==> src/rtl/ram_port_arbiter.sv <==
// Round-robin arbiter sharing one split read/write RAM port between two requesters.
// One transaction at a time; each access ends with a one-cycle ack, and a stalled RAM is released by a timeout.
module ram_port_arbiter #(
  parameter int unsigned ADDR_W  = 32,
  parameter int unsigned DATA_W  = 32,
  parameter int unsigned SEL_W   = 4,
  parameter int unsigned TIMEOUT = 255
) (
  input  logic              clk,
  input  logic              rst,
  input  logic              m0_req,
  input  logic              m0_we,
  input  logic [ADDR_W-1:0] m0_addr,
  input  logic [DATA_W-1:0] m0_wdata,
  input  logic [SEL_W-1:0]  m0_sel,
  output logic              m0_ack,
  output logic              m0_err,
  output logic [DATA_W-1:0] m0_rdata,
  input  logic              m1_req,
  input  logic              m1_we,
  input  logic [ADDR_W-1:0] m1_addr,
  input  logic [DATA_W-1:0] m1_wdata,
  input  logic [SEL_W-1:0]  m1_sel,
  output logic              m1_ack,
  output logic              m1_err,
  output logic [DATA_W-1:0] m1_rdata,
  output logic [ADDR_W-1:0] ram_raddr,
  output logic              ram_ren,
  input  logic [DATA_W-1:0] ram_rdata,
  input  logic              ram_rvalid,
  output logic [ADDR_W-1:0] ram_waddr,
  output logic [DATA_W-1:0] ram_wdata,
  output logic              ram_wen,
  output logic [SEL_W-1:0]  ram_sel,
  input  logic              ram_wready,
  output logic              busy,
  output logic              grant
);

  localparam int unsigned CNT_W = 8;

  typedef enum logic [1:0] {IDLE, RD, WR, ACK} state_t;

  state_t             state_q, state_d;
  logic [CNT_W-1:0]   cnt_q, cnt_d;
  logic               prio_q, prio_d;
  logic               err_q, err_d;
  logic               grant_d, busy_d, pick;
  logic [1:0]         req_v, ack_d, aerr_d;
  logic               ren_d, wen_d;
  logic [ADDR_W-1:0]  raddr_d, waddr_d;
  logic [DATA_W-1:0]  wdata_d, rdata0_d, rdata1_d;
  logic [SEL_W-1:0]   sel_d;

  // State, RAM-side and requester-side registers
  always_ff @(posedge clk) begin
    if (!rst) begin
      state_q   <= IDLE;
      cnt_q     <= '0;
      prio_q    <= 1'b0;
      err_q     <= 1'b0;
      grant     <= 1'b0;
      busy      <= 1'b0;
      ram_ren   <= 1'b0;
      ram_raddr <= '0;
      ram_wen   <= 1'b0;
      ram_waddr <= '0;
      ram_wdata <= '0;
      ram_sel   <= '0;
      m0_ack    <= 1'b0;
      m1_ack    <= 1'b0;
      m0_err    <= 1'b0;
      m1_err    <= 1'b0;
      m0_rdata  <= '0;
      m1_rdata  <= '0;
    end else begin
      state_q   <= state_d;
      cnt_q     <= cnt_d;
      prio_q    <= prio_d;
      err_q     <= err_d;
      grant     <= grant_d;
      busy      <= busy_d;
      ram_ren   <= ren_d;
      ram_raddr <= raddr_d;
      ram_wen   <= wen_d;
      ram_waddr <= waddr_d;
      ram_wdata <= wdata_d;
      ram_sel   <= sel_d;
      m0_ack    <= ack_d[0];
      m1_ack    <= ack_d[1];
      m0_err    <= aerr_d[0];
      m1_err    <= aerr_d[1];
      m0_rdata  <= rdata0_d;
      m1_rdata  <= rdata1_d;
    end
  end

  // Next-state and output logic
  always_comb begin
    state_d  = state_q;
    cnt_d    = cnt_q;
    prio_d   = prio_q;
    err_d    = err_q;
    grant_d  = grant;
    ren_d    = ram_ren;
    raddr_d  = ram_raddr;
    wen_d    = ram_wen;
    waddr_d  = ram_waddr;
    wdata_d  = ram_wdata;
    sel_d    = ram_sel;
    ack_d    = 2'b00;
    aerr_d   = 2'b00;
    rdata0_d = m0_rdata;
    rdata1_d = m1_rdata;
    pick     = 1'b0;
    // A requester whose ack is on the wire this cycle is still holding its finished request
    req_v    = {m1_req & ~m1_ack, m0_req & ~m0_ack};

    unique case (state_q)
      IDLE: begin
        if (|req_v) begin
          pick    = (&req_v) ? prio_q : req_v[1];
          grant_d = pick;
          prio_d  = ~pick;
          cnt_d   = '0;
          err_d   = 1'b0;
          if (pick ? m1_we : m0_we) begin
            wen_d   = 1'b1;
            waddr_d = pick ? m1_addr  : m0_addr;
            wdata_d = pick ? m1_wdata : m0_wdata;
            sel_d   = pick ? m1_sel   : m0_sel;
            state_d = WR;
          end else begin
            ren_d   = 1'b1;
            raddr_d = pick ? m1_addr : m0_addr;
            state_d = RD;
          end
        end
      end
      RD: begin
        if (ram_rvalid) begin
          ren_d   = 1'b0;
          state_d = ACK;
          if (grant) rdata1_d = ram_rdata;
          else       rdata0_d = ram_rdata;
        end else if (cnt_q == CNT_W'(TIMEOUT)) begin
          ren_d   = 1'b0;
          err_d   = 1'b1;
          state_d = ACK;
          if (grant) rdata1_d = '0;
          else       rdata0_d = '0;
        end else begin
          cnt_d = cnt_q + CNT_W'(1);
        end
      end
      WR: begin
        if (ram_wready) begin
          wen_d   = 1'b0;
          state_d = ACK;
        end else if (cnt_q == CNT_W'(TIMEOUT)) begin
          wen_d   = 1'b0;
          err_d   = 1'b1;
          state_d = ACK;
        end else begin
          cnt_d = cnt_q + CNT_W'(1);
        end
      end
      ACK: begin
        ack_d[grant]  = 1'b1;
        aerr_d[grant] = err_q;
        state_d       = IDLE;
      end
      default: state_d = IDLE;
    endcase

    busy_d = (state_d != IDLE);
  end

endmodule

==> config.mk <==
export PLATFORM = sky130hd
export DESIGN_NAME = ram_port_arbiter
export DESIGN_NICKNAME = d
export VERILOG_FILES = /design/src/rtl/ram_port_arbiter.sv
export SDC_FILE = /design/constraint.sdc
export NUM_CORES = 1
export LEC_CHECK = 0
export CAP_MARGIN = 20
export CORE_MARGIN = 1
export CORE_UTILIZATION = 30
export DETAILED_ROUTE_END_ITERATION = 8
export SETUP_SLACK_MARGIN = 0.02
export SYNTH_ARGS = -nofsm -noshare
export SYNTH_HDL_FRONTEND = slang
export SYNTH_SLANG_ARGS = --single-unit
==> constraint.sdc <==
create_clock -name clk -period 2.4 [get_ports clk]
set_clock_uncertainty 0.05 [all_clocks]
set_input_delay 0.48 -clock clk [delete_from_list [all_inputs] [get_ports clk]]
set_output_delay 0.48 -clock clk [all_outputs]
set_load 0.01 [all_outputs]
== Yosys cells after proc, flatten, opt, wreduce, memory -nomap -nowiden ==
Index checks and enable logic that the tools add are counted.

* Register bits after elaboration: 184
* Latch bits: 0
* RAM bits: 0
* ROM bits: 0
* Input port bits: 176
* Output and inout port bits: 172
* Logic and storage cells: 98
* Memories: 0

* Add/sub/neg operators: 1
* Multiply operators: 0
* Divide/modulo/power cells: 0
* $lt $le $gt $ge: 2
* Equality and inequality tests: 11
* Shifts and indexed selects: 0
* Multiplexer cells: 40
* Bitwise gates (word level): 8
* Reduce and logical (&&, ||, !) cells: 18

{| class="wikitable"
|+ Operators with widths
! operator !! number
|-
| 32-bit two-way mux || 10
|-
| 8-bit two-way mux || 4
|-
| 8-bit one-hot mux with 3 select lines || 1
|-
| 1-bit two-way mux || 14
|-
| 3-bit AND reduction || 4
|-
| 4-bit AND reduction || 3
|-
| 2-bit two-way mux || 5
|-
| 2-bit inequality test (second input constant) || 5
|-
| 8-bit by 1-bit adder with 8-bit output (second input constant) || 1
|-
| 8-bit == test (second input constant) || 1
|-
| 2-bit one-hot mux with 4 select lines || 1
|-
| 2-bit nonzero test || 4
|-
| 3-bit inequality test (second input constant) || 2
|-
| 2-bit AND reduction || 3
|-
| 1-bit NOT || 5
|-
| 2-bit == test (second input constant) || 2
|-
| 4-bit two-way mux || 1
|-
| 1-bit one-hot mux with 2 select lines || 2
|-
| 1-bit one-hot mux with 3 select lines || 1
|-
| 3-bit nonzero test || 1
|-
| 1-bit AND || 2
|-
| 2-bit AND || 1
|-
| 2-bit by 1-bit == test with 1-bit output (second input constant) || 1
|-
| 2-bit logical NOT || 1
|-
| other kinds (5) || 5
|}

== Depth between registers and ports, before layout ==
Gate-level depths: netlist (run 1).

* Depth after elaboration: 9
* Gate-level depth with buffers: 8
* Mapped depth without buffers: 6

== Worst setup path before layout (run 1) ==
OpenSTA, ideal clock, no wires.

* Path kind: register -> register
* Start: register state_q[1]
* End: register cnt_q[0]
* Library setup time: 0.070 ns
* Data arrival time: 1.918 ns
* Required time: 2.280 ns
* Slack: 0.362 ns
* Cell stages (with the launch flop): 9
* Path buffers: 2
* Period minus slack after synthesis: 2.038 ns
* Cells stage by stage: dfxtp_1 > inv_1 > ha_1 > clkbuf_1 > a221oi_2 > o31ai_1 > buf_2 > or4_1 > a21oi_1

* Longest elaborated chain between the ends: 3
* Elaborated cells on any way between the ends: 9
* Those cells by class: eq/ne: 5; mux: 1; reduce/logical: 3

{| class="wikitable"
|+ Ends and longest elaborated chain
! item !! RTL line !! source
|-
| from (decl) || 44 || <nowiki>state_t state_q, state_d;</nowiki>
|-
| from (signal assigned) || 77 || <nowiki>state_q <= state_d;</nowiki>
|-
| 2-bit == test (tied with other cells) || 119 || <nowiki>unique case (state_q)</nowiki>
|-
| 2-bit inequality test (no line) / 3-bit nonzero test (equally long branches) || n/a ||
|-
| 4-bit AND reduction (no line) || n/a ||
|-
| to (signal assigned) || 78 || <nowiki>cnt_q <= cnt_d;</nowiki>
|-
| to (decl) || 45 || <nowiki>logic [CNT_W-1:0] cnt_q, cnt_d;</nowiki>
|}

Parallel ways exist; a longest one is shown, timed or not.
A chain may end at the register's enable or synchronous reset.

== Final worst setup path (run 1) ==
* Start: register state_q[0]
* End: register cnt_q[3]

Same word-level chain as after synthesis.

==> impl_metrics.csv, run 1 <==
group,metric,value,unit
final_layout,fin_nets,1470,
placement,io_buffers,347,
synth,synth-seq-cells,184,
drt,first_pass_iters,5,
synth,synth_top_area_share,42.84,%
worst_setup_path,crit_type,"reg -> reg",
final_layout,multi_input_area,4350,sq um
drt,wl,31.08,mm
worst_hold_path,holdPathStages,3,
drt,viasPerCell,5.295,
clocking,clockBufferDepth,2,
synth,synthArstFlopShare,0,%
final_layout,nFillCells,2684,
drt,drc,0,
worst_setup_path,reg2reg_depth,7,
placement,placed_cell_area,12890,sq um
worst_setup_path,path_max_fanout,12,
timing,setup_viol,0,
drt,ant_nets,0,
drt,wl_per_cell,18.50,um
clocking,cts_sinks,184,
clocking,cts-root-buf,"clkbuf_16",
synth,syn_inst,954,
clocking,cts_buffers,17,
timing,slew_headroom,66.84,%
synth,synthFlopType,"dfxtp_1",
synth,yosysSeqAreaShare,42.84,%
power,leakage,5.554,nW
synth,yosys-top-cells-count,"dfxtp_1 (184), nand3_1 (74), nand2_1 (70)",
worst_hold_path,worstHoldStart,"rst",
timing,fmax,445.6,MHz
timing,rsz0062_at_grt,"no",
synth,synth.most_common_cell,"dfxtp_1",
run,drv_cap,0,
clocking,cts_tree,"yes",
clocking,cts_resized,0,
grt,grt_max_degree,93,
synth,ys_top_cells_by_area,"dfxtp_1 (43%), mux2i_1 (7.6%), a211oi_1 (5.7%)",
synth,syn_area,8598,sq um
floorplanning,start_util,30.70,%
grt,antenna_found_initial,4,
worst_hold_path,min_path_type,"in -> reg",
clocking,post_cts_buffers,0,
power,peakVddDrop,500.1,uV
worst_hold_path,hold-path-endpoint,"m1_rdata[28]",
worst_setup_path,worstSetupEndpointType,"flop",
drt,drtIter0Drc,593,
clocking,clkTransAtPathRegs,0.08,ns
worst_setup_path,crit_path_start_kind,"flop",
synth,synth_largest_area_cell,"dfxtp_1",
timing,fin_crit,2.244,ns
synth,syn_nets,1137,
floorplanning,pin_count,348,
synth,yosys_warnings,0,
timing,hold_viol,0,
floorplanning,rows,61,
outcome,status,"finished clean",
grt,grt-ovfl-total,0,
final_layout,utilization,48.35,%
clocking,ctsHoldBuffers,0,
worst_setup_path,arrival,2.56,ns
clocking,insertion_delay,0.43,ns
floorplanning,die-area,29340,sq um
worst_setup_path,reg2reg_from,"state_q[0]",
grt,grt_pass1_wl,47.50,mm
timing,worstMarginPinSlew,0.4955,ns
power,power.density,889.0,nW/um^2
worst_setup_path,required,2.72,ns
timing,slew_viol_final,0,
timing,post-route-period-util,93.50,%
placement,hpwl,21.34,mm
grt,grt_pass1_vias,8448,
drt,vias,8896,
floorplanning,core_area,28010,sq um
grt,grt_usage,20.73,%
final_layout,seqCellArea,3684,sq um
synth,synth-edff-count,0,
final_layout,final_layout_size_suffix_gt1_share,9.462,%
synth,avgSynthCellArea,9.013,sq um
floorplanning,die_h,171.3,um
placement,globalplace.congestion,0.8058,
floorplanning,fp.dieW,171.3,um
synth,yosysUniqueCellTypes,53,
final_layout,syn_to_final_growth,57.52,%
worst_setup_path,r2r-end,"cnt_q[3]",
clocking,htree_levels,4,
worst_setup_path,r2r_setup_slack,0.16,ns
final_layout,final_area,13540,sq um
## sequential cells by signal, summed over array words and instances, names as in the netlist
name,cells
m0_rdata,32
m1_rdata,32
ram_raddr,32
ram_waddr,32
ram_wdata,32
cnt_q,8
ram_sel,4
state_q,2
busy,1
err_q,1
grant,1
m0_ack,1
m0_err,1
m1_ack,1
m1_err,1
prio_q,1
ram_ren,1
ram_wen,1
## per-layer routing
metal | up-vias | global-route usage [%] | routed length [um]
met1 | 4278 | 26.82 | 13680
li1 | 4251 | - | -
met3 | 37 | 5.775 | 2358
met2 | 328 | 32.86 | 14290
met5 | - | 0 | 13
met4 | 2 | 7.337 | 739
## through the flow
step / setup TNS [ns] / hold slack, ns / power, mW / std cells / setup WS, ns
finish: 0 / 0.4054 / 12.04 / 1680 / 0.1561
detailed placement: -12.13 / 0.3957 / 9.066 / 1646 / -0.1794
floorplan: 0 / 0.3921 / 6.442 / 954 / 0.3617
CTS: 0 / 0.3847 / 12.18 / 1678 / 0.1541
global route: 0 / 0.3986 / 12.72 / 1680 / 0.02667
global placement: -7.299 / 0.3940 / 9.056 / 1646 / -0.1333
## worst max-delay path, stage by stage (launching register included)
cell and delay (ns):
dfxtp_1 0.45, inv_1 0.12, ha_1 0.29, a221oi_2 0.28, o31ai_1 0.14, buf_4 0.19, or4_1 0.52, a21oi_1 0.15
## layout by cell type, fill, tap and decap left out, drive strengths merged, types with 3 or more instances in the layout
| cell type | instances |
|---|---|
| clkdlybuf4s50 | 346 |
| dfxtp | 184 |
| nand3 | 74 |
| buf | 74 |
| nand2 | 70 |
| a211oi | 65 |
| mux2i | 65 |
| o21ai | 45 |
| inv | 44 |
| nor2 | 38 |
| o2111ai | 36 |
| o211a | 36 |
| and3 | 35 |
| a31oi | 33 |
| a21boi | 33 |
| a2111oi | 32 |
| clkbuf | 17 |
| a21oi | 11 |
| clkinv | 8 |
| ha | 7 |
| o31ai | 6 |
| or4 | 5 |
| nor3 | 4 |
| nand4 | 3 |
| o211ai | 3 |
| and2 | 3 |
## where the power goes
group	switching [mW]	internal [mW]	leakage, nW
logic	2.57	2.47	3.74
registers	0.339	3.62	1.50
clock network	1.50	1.54	0.311
total	4.41	7.63	5.55
## logic make-up after synthesis
kind of cell	Yosys count	share of synthesized area [%]
buffers and inverters	144	7.159
flip-flops	184	42.84
AO/OA/AOI/OAI	312	27.74
AND/OR/NAND/NOR	242	13.68
adder cells (fa/ha/maj)	7	1.019
multiplexers	65	7.567
## worst max-delay path by stage
stage                     cells past startpoint            end  slack, ns  startpoint
after CTS                                     7       cnt_q[3]       0.15  state_q[0]
after global routing                          7       cnt_q[3]       0.03  state_q[0]
final                                         7       cnt_q[3]       0.16  state_q[0]
after floorplan                               8       cnt_q[0]       0.36  state_q[1]
after global placement                        7   ram_waddr[5]      -0.13      m1_req
after detailed placement                      7  ram_waddr[26]      -0.18      m0_req
## area by class of cell
cell class              count  share of cell area [%]
inverters                  38                   1.053
repair buffers            420                   31.33
well taps                 378                   3.492
multi-input cells         626                   32.12
flip-flops and latches    184                   27.20
clock inverters            15                   1.626
diodes                      2                 0.03695
clock buffers              17                   3.141
No activity file was read; power rests on OpenSTA's default activity.
==> run 2: changes to the inputs <==
- clock period: 2.4 -> 2.06 ns (I/O delays scaled with it)
==> impl_metrics.csv, run 2 (synthesis results as in run 1) <==
group,metric,value,unit
worst_hold_path,worstHoldStart,"rst",
clocking,htree_levels,4,
drt,wl,32.39,mm
drt,wl_per_cell,18.88,um
grt,grt_max_degree,94,
grt,grt_pass1_wl,47.75,mm
clocking,cts_buffers,17,
drt,drc,0,
placement,io_buffers,347,
drt,vias,9035,
timing,fin_ws,0.05477,ns
floorplanning,fp.dieW,171.3,um
worst_hold_path,holdPathStages,3,
timing,fin_crit,2.005,ns
worst_setup_path,crit_type,"reg -> reg",
timing,slew_viol_final,0,
worst_setup_path,worstSetupEndpointType,"flop",
grt,grt_pass1_vias,8685,
drt,ant_nets,0,
worst_setup_path,cp_slowest_cell,"or3b_4",
worst_setup_path,required,2.35,ns
timing,rsz0062_at_grt,"yes",
grt,antenna_found_initial,2,
floorplanning,pin_count,348,
worst_hold_path,min_path_type,"in -> reg",
final_layout,final_layout_size_suffix_gt1_share,14.15,%
floorplanning,rows,61,
placement,dpl_worst_slack,-0.5752,ns
clocking,cts-root-buf,"clkbuf_16",
grt,grt_usage,20.58,%
power,fin_total_pwr,14.76,mW
power,leakage,5.867,nW
worst_hold_path,hold-path-endpoint,"m0_rdata[25]",
final_layout,final_area,14180,sq um
timing,timing.hold.ws,0.3186,ns
final_layout,mostFrequentLayoutCell,"clkdlybuf4s50_1",
clocking,insertion_delay,0.42,ns
floorplanning,start_util,30.70,%
worst_setup_path,crit_buf_inv,3,
drt,drtIter0Drc,619,
worst_setup_path,reg2reg_from,"prio_q",
final_layout,syn_to_final_growth,64.97,%
drt,viasPerCell,5.265,
floorplanning,core_area,28010,sq um
worst_setup_path,path_max_fanout,32,
timing,setup_viol,0,
final_layout,utilization,50.64,%
worst_setup_path,r2r_setup_slack,0.05,ns
worst_setup_path,cpPeakStageDelay,0.52,ns
run,drv_cap,0,
worst_setup_path,crit_family,"simple AND/OR/NAND/NOR gates",
clocking,cts_tree,"yes",
worst_setup_path,r2r-end,"ram_raddr[22]",
grt,grt-ovfl-total,0,
drt,first_pass_iters,5,
clocking,clkTransAtPathRegs,0.08,ns
clocking,ctsHoldBuffers,0,
clocking,cts_sinks,184,
placement,placed_cell_area,13020,sq um
worst_setup_path,cpMostUsedCell,"buf_12",
worst_setup_path,reg2reg_depth,7,
worst_setup_path,worstPathCellList,"or3b_4, buf_12, a21boi_4, buf_12, nor3_4, buf_12, a211oi_1",
timing,hold_viol,0,
power,peakVddDrop,564.1,uV
final_layout,final_cell_mix,"clkdlybuf4s50_1 (343), dfxtp_1 (182), buf_4 (78)",
floorplanning,die_h,171.3,um
placement,hpwl,21.44,mm
timing,post-route-period-util,97.34,%
floorplanning,die-area,29340,sq um
worst_setup_path,crit_path_start_kind,"flop",
final_layout,fin_nets,1506,
timing,worstMarginPinSlew,0.4290,ns
clocking,clockBufferDepth,2,
timing,slew_headroom,70.66,%
placement,globalplace.congestion,0.8064,
timing,fmax,498.7,MHz
outcome,status,"finished clean",
power,power.density,1041,nW/um^2
worst_setup_path,arrival,2.29,ns
## run 2: timing repair
item | 4_1_cts | 5_1_grt
setup buffers | 9 | 2
pin swaps | 4 | 7
gates resized for setup | 10 | 56
endpoints found under the setup margin | 38 | 113
gates cloned | 1 | 7
## run 2: worst max path at each step
stage                     startpoint             to  slack, ns  depth (start not counted)
final                         prio_q  ram_raddr[22]       0.05                          7
after global routing          prio_q  ram_raddr[27]      -0.01                          7
after CTS                 state_q[0]       cnt_q[3]       0.02                          7
after detailed placement      m0_req  ram_waddr[13]      -0.58                          6
after global placement        m0_req  ram_waddr[13]      -0.49                          6
after floorplan           state_q[1]       cnt_q[0]       0.02                          8
## run 2: worst min-delay path: stages
cell,delay (ns)
buf_4,0.18
nand2_1,0.08
mux2i_1,0.06
## run 2: layout make-up
type | instances | area, sq um
Clock buffer | 18 | 439.2
Clock inverter | 14 | 175.2
Inverter | 38 | 145.1
Multi-Input combinational cell | 626 | 4567
Tap cell | 378 | 473.0
Fill cell | 2609 | 13830
Timing Repair Buffer | 456 | 4690
Antenna cell | 2 | 5.005
Sequential cell | 184 | 3691
## run 2: per-layer routing
layer | GRT usage (%) | part of all wire [%] | wire length [um] | vias to the layer above
li1 | - | - | - | 4323
met1 | 26.42 | 44 | 14160 | 4320
met2 | 33.07 | 46 | 14810 | 351
met3 | 5.983 | 8.1 | 2629 | 41
met4 | 6.366 | 2.4 | 788 | 0
met5 | 0 | 0 | 0 | -
## run 2: power breakdown
part	switching [mW]	internal (mW)	total (mW)
combinational	3.35	3.43	6.78
clock	1.67	1.68	3.35
sequential	0.395	4.23	4.63
## run 2: metrics by stage
stage                     TNS [ns]  instances
after CTS                        0       1705
after detailed placement    -51.92       1663
after global placement      -44.06       1663
after floorplan                  0        954
final                            0       1716
after global routing      -0.05286       1715
